--- src/rtl/fetch_sequencer.sv ---
// rtl/fetch_sequencer.sv - multi-cycle instruction fetch controller
// One outstanding request at a time; held instruction handed to decode; redirect squashes in-flight data.
module fetch_sequencer #(
    parameter logic [31:0] RESET_PC = 32'h0000_0000,
    parameter logic [31:0] PC_STEP  = 32'd4
) (
    input  logic        clk,
    input  logic        reset_n,
    output logic        imem_req,
    output logic [31:0] imem_addr,
    input  logic        imem_valid,
    input  logic [31:0] imem_rdata,
    output logic        instr_valid,
    input  logic        instr_ready,
    output logic [31:0] instr_out,
    output logic [31:0] instr_pc,
    input  logic        redirect_valid,
    input  logic [31:0] redirect_pc,
    output logic        misalign_err,
    output logic [31:0] fetch_count
);

    typedef enum logic [1:0] {IDLE, REQ, WAIT, HOLD} state_t;

    state_t      state_q;
    logic [31:0] pc_q;
    logic [31:0] imem_addr_q;
    logic [31:0] instr_out_q;
    logic [31:0] instr_pc_q;
    logic [31:0] fetch_count_q;
    logic        imem_req_q;
    logic        instr_valid_q;
    logic        misalign_q;
    logic        squash_q;

    logic [31:0] target_d;
    logic [31:0] pc_inc_d;
    logic        transfer_d;

    assign target_d   = {redirect_pc[31:2], 2'b00};
    assign pc_inc_d   = pc_q + PC_STEP;
    assign transfer_d = instr_valid_q & instr_ready;

    always_ff @(posedge clk or negedge reset_n) begin
        if (!reset_n) begin
            state_q       <= IDLE;
            pc_q          <= RESET_PC;
            imem_addr_q   <= RESET_PC;
            imem_req_q    <= 1'b0;
            instr_valid_q <= 1'b0;
            instr_out_q   <= 32'h0;
            instr_pc_q    <= 32'h0;
            misalign_q    <= 1'b0;
            fetch_count_q <= 32'h0;
            squash_q      <= 1'b0;
        end else begin
            imem_req_q <= 1'b0;
            misalign_q <= redirect_valid & (redirect_pc[1:0] != 2'b00);
            // The request address is registered on entry to REQ, so it is frozen until the response.
            case (state_q)
                IDLE: begin
                    state_q    <= REQ;
                    imem_req_q <= 1'b1;
                    if (redirect_valid) begin
                        pc_q        <= target_d;
                        imem_addr_q <= target_d;
                    end else begin
                        imem_addr_q <= pc_q;
                    end
                end
                REQ: begin
                    state_q <= WAIT;
                    if (redirect_valid) begin
                        pc_q     <= target_d;
                        squash_q <= 1'b1;
                    end
                end
                WAIT: begin
                    if (redirect_valid) begin
                        pc_q <= target_d;
                        if (imem_valid) begin
                            squash_q    <= 1'b0;
                            state_q     <= REQ;
                            imem_req_q  <= 1'b1;
                            imem_addr_q <= target_d;
                        end else begin
                            squash_q <= 1'b1;
                        end
                    end else if (imem_valid) begin
                        if (squash_q) begin
                            squash_q    <= 1'b0;
                            state_q     <= REQ;
                            imem_req_q  <= 1'b1;
                            imem_addr_q <= pc_q;
                        end else begin
                            instr_out_q   <= imem_rdata;
                            instr_pc_q    <= pc_q;
                            instr_valid_q <= 1'b1;
                            state_q       <= HOLD;
                        end
                    end
                end
                HOLD: begin
                    if (redirect_valid || transfer_d) begin
                        instr_valid_q <= 1'b0;
                        state_q       <= REQ;
                        imem_req_q    <= 1'b1;
                        if (transfer_d) begin
                            fetch_count_q <= fetch_count_q + 32'd1;
                        end
                        // A redirect wins over sequential advance even when the held word transfers.
                        if (redirect_valid) begin
                            pc_q        <= target_d;
                            imem_addr_q <= target_d;
                        end else begin
                            pc_q        <= pc_inc_d;
                            imem_addr_q <= pc_inc_d;
                        end
                    end
                end
                default: state_q <= IDLE;
            endcase
        end
    end

    assign imem_req     = imem_req_q;
    assign imem_addr    = imem_addr_q;
    assign instr_valid  = instr_valid_q;
    assign instr_out    = instr_out_q;
    assign instr_pc     = instr_pc_q;
    assign misalign_err = misalign_q;
    assign fetch_count  = fetch_count_q;

endmodule

--- config.mk ---
export PLATFORM = sky130hd
export DESIGN_NAME = fetch_sequencer
export DESIGN_NICKNAME = d
export VERILOG_FILES = /design/src/rtl/fetch_sequencer.sv
export SDC_FILE = /design/constraint.sdc
export NUM_CORES = 1
export LEC_CHECK = 0
export CORE_MARGIN = 2
export CORE_UTILIZATION = 50
export CTS_CLUSTER_SIZE = 20
export DETAILED_ROUTE_END_ITERATION = 8
export GPL_TIMING_DRIVEN = 0
export PLACE_DENSITY = 0.77
export SYNTH_ARGS = -nofsm -noshare
export SYNTH_HDL_FRONTEND = slang
export SYNTH_SLANG_ARGS = --single-unit
--- constraint.sdc ---
create_clock -name clk -period 3 [get_ports clk]
set_input_delay 0.6 -clock clk [delete_from_list [all_inputs] [get_ports clk]]
set_output_delay 0.6 -clock clk [all_outputs]
set_load 0.05 [all_outputs]
==> flow_metrics.env <==
export IMPL_fp_dieH_microns=130
export IMPL_drive_gt1_share_pct=15.9
export IMPL_cp_arrival_ns=2.91
export IMPL_fin_crit_sh_pct=86.8
export IMPL_drcViolationCount=0
export IMPL_drv_slew=0
export IMPL_hold_ws_ns=0.0869
export IMPL_n_fill_cell=1159
export IMPL_die_area_sq_um=16800
export IMPL_post_route_cell_area_sq_um=10800
export IMPL_fin_nets=1023
export IMPL_synth_top_area_share_pct=52.6
export IMPL_path_clk_slew_ns=0.07
export IMPL_met2_usage_pct=42.8
export IMPL_synth_cell_types=64
export IMPL_floorplan_initialDensity_pct=51.5
export IMPL_outcome="complete, no violations"
export IMPL_dr_pass1_iters=5
export IMPL_p_leak_uw=0.00483
export IMPL_grt_pass1_wl_mm=33.9
export IMPL_grt_max_degree=108
export IMPL_syn_area_sq_um=7890
export IMPL_htreeDepth=4
export IMPL_syn_inst=730
export IMPL_postRouteAntennaNets=0
export IMPL_viasPerCell=5.57
export IMPL_syn2layout_area_growth_pct=36.9
export IMPL_clock_sinks=166
export IMPL_layout_common_cells="clkdlybuf4s50_1, dfrtp_1, nand2_1"
export IMPL_finClkSkew_ns=0.00945
export IMPL_setup_viol=0
export IMPL_grt_met3_usage_pct=6.32
export IMPL_synth_seq_cells=166
export IMPL_drv_cap=0
export IMPL_grt_remaining_overflow=0
export IMPL_slew_headroom_pct=46.0
export IMPL_slowest_delay_ns=0.45
export IMPL_slowest_stage="dfrtp_1"
export IMPL_reg2reg_slack_ns=0.40
export IMPL_postCtsSetupRepairBufs=0
export IMPL_synthesis_nets=805
export IMPL_cellPowerDensity_nw_per_um2=976
export IMPL_worst_slack_ns=0.395
export IMPL_wl_per_cell_microns=18.4
export IMPL_reg2reg_to="pc_q[29]"
export IMPL_worstPathMaxFanout=10
export IMPL_synth_edf_count=0
export IMPL_rsz0062_at_grt="false"
export IMPL_grt_pass1_vias=6316
export IMPL_period_needed_ns=2.60
export IMPL_place_hpwl_mm=15.3
export IMPL_cp_endpoint="pc_q[29]"
export IMPL_portBuffers=198
export IMPL_layout_commonest_cell="clkdlybuf4s50_1"
export IMPL_rr_worst_depth=7
export IMPL_endpoint_kind="flop"
export IMPL_vdd_drop_max_mv=0.623
export IMPL_syn_area_per_cell_sq_um=10.8
export IMPL_synth_top_cell_by_area="dfrtp_1"
export IMPL_crit_type="flop to flop"
export IMPL_synth_area_top_cells="dfrtp_1, mux2_2, nand2_1"
export IMPL_tightest_slew_ns=0.809
export IMPL_vias=6530
export IMPL_rr_startpoint="state_q[0]"
export IMPL_num_rows=45
export IMPL_yosysSeqAreaShare_pct=52.6
export IMPL_cts_tree="done"
export IMPL_antenna_found_initial=0
export IMPL_gp_congestion=0.908
export IMPL_root_buffer="clkbuf_16"
export IMPL_wl_mm=21.6
export IMPL_startpoint_type="flop"
export IMPL_use_met1_pct=34.8
export IMPL_crit_path_cell_trace="ha_1 -> buf_4 -> nand2b_2 -> nor2_1 -> nand3_1 -> o311a_1 -> a211o_1"
export IMPL_async_flop_share_pct=100
export IMPL_critPathLaunch="state_q[0]"
export IMPL_drtIter0Drc=551
export IMPL_clockBufferDepth=2
export IMPL_cp_required_ns=3.31
export IMPL_hp_class="primary input to asynchronous set/reset pin"
export IMPL_grt_busiest_layer="met2"
export IMPL_core_area_sq_um=15300
export IMPL_dp_slack_ns=0.0458
export IMPL_yosys_warnings=0
export IMPL_clk_latency_ns=0.43
export IMPL_gr_usage_all_layers_pct=26.4
export IMPL_die_w_microns=130
export IMPL_hold_viol_final=0
export IMPL_antenna_cells_inserted=0
export IMPL_fmax_mhz=384
export IMPL_placed_area_sq_um=10200
export IMPL_ys_flop_type="dfrtp_1"
export IMPL_ioPinCount=200
export IMPL_cts_buffers=17
cells in the mapped netlist (all sizes together), types with 17 or more instances:
master and count:
dfrtp 166, a21oi 29, buf 24, clkbuf 17, nand2 101, mux2 77, xnor2 22, nor2 34
nand3 27, o21ai 46
power by group:
group	total, uW	internal, uW	switching, uW
combinational	4840	1660	3180
clock	2340	1440	896
sequential	3370	2910	466
total	10600	6010	4540
worst min-delay path by stage:
stage	endpoint	slack (ns)
after floorplan	fetch_count[0]	0.30
after global placement	imem_addr[2]	0.46
after detailed placement	imem_addr[6]	0.47
after CTS	fetch_count[14]	0.10
after global routing	fetch_count[14]	0.13
final	fetch_count[14]	0.09
state kept, by name (all words and copies together), names as in the netlist:
name and flops:
fetch_count 32, imem_addr 32, instr_out 32, instr_pc 32
pc_q 32, state_q 2, imem_req 1, instr_valid 1
misalign_err 1, squash_q 1
repair_timing:
action,4_1_cts,5_1_grt
endpoints found under the setup margin,0,1
gates resized for setup,0,1
hold buffers,0,0
cell type report:
cell class	count	area, sq um	share of cell area [%]
Sequential cell	166	4150	38.4
Timing Repair Buffer	199	2010	18.6
Clock buffer	21	460	4.26
Multi-Input combinational cell	508	3490	32.3
Buffer	41	196	1.82
Tap cell	211	264	2.44
Inverter	15	56.3	0.521
Clock inverter	11	173	1.60
through the flow:
stage / power, uW / TNS [ns] / util, % / std cells
3_5_place_dp: 8240 / 0 / 66.4 / 1140
5_1_grt: 11000 / 0 / 70.6 / 1172
4_1_cts: 10600 / 0 / 70.6 / 1172
3_3_place_gp: 8170 / -914.70 / 66.2 / 1139
2_1_floorplan: 6450 / 0 / - / 730
6_report: 10600 / 0 / 70.6 / 1172
cells by family (layout without fill, tap and decap cells):
family | after synthesis | after routing | share of synthesized area [%]
muxes | 90 | 90 | 12.6
buffers and inverters | 56 | 287 | 3.20
adders and majority gates | 6 | 6 | 0.951
xor gates and xnor gates | 35 | 35 | 3.98
DFF | 166 | 166 | 52.6
AOI/OAI and AO/OA | 140 | 140 | 11.2
and+or+nand+nor | 237 | 237 | 15.4
metal layers:
| layer | share of wire [%] | up-vias |
|---|---|---|
| met5 | 0 | - |
| met4 | 1.7 | 0 |
| met3 | 7.8 | 31 |
| met2 | 48 | 294 |
| met1 | 42 | 3173 |
| li1 | - | 3032 |
critical path, delay by kind of cell (launching register included):
family | cells | cell delay [ns]
buffers and inverters | 1 | 0.22
AOI/OAI and AO/OA | 2 | 0.60
adders and majority gates | 1 | 0.28
and+or+nand+nor | 3 | 0.93
DFF | 1 | 0.45
Note: power is estimated with default switching activity, not from simulation.
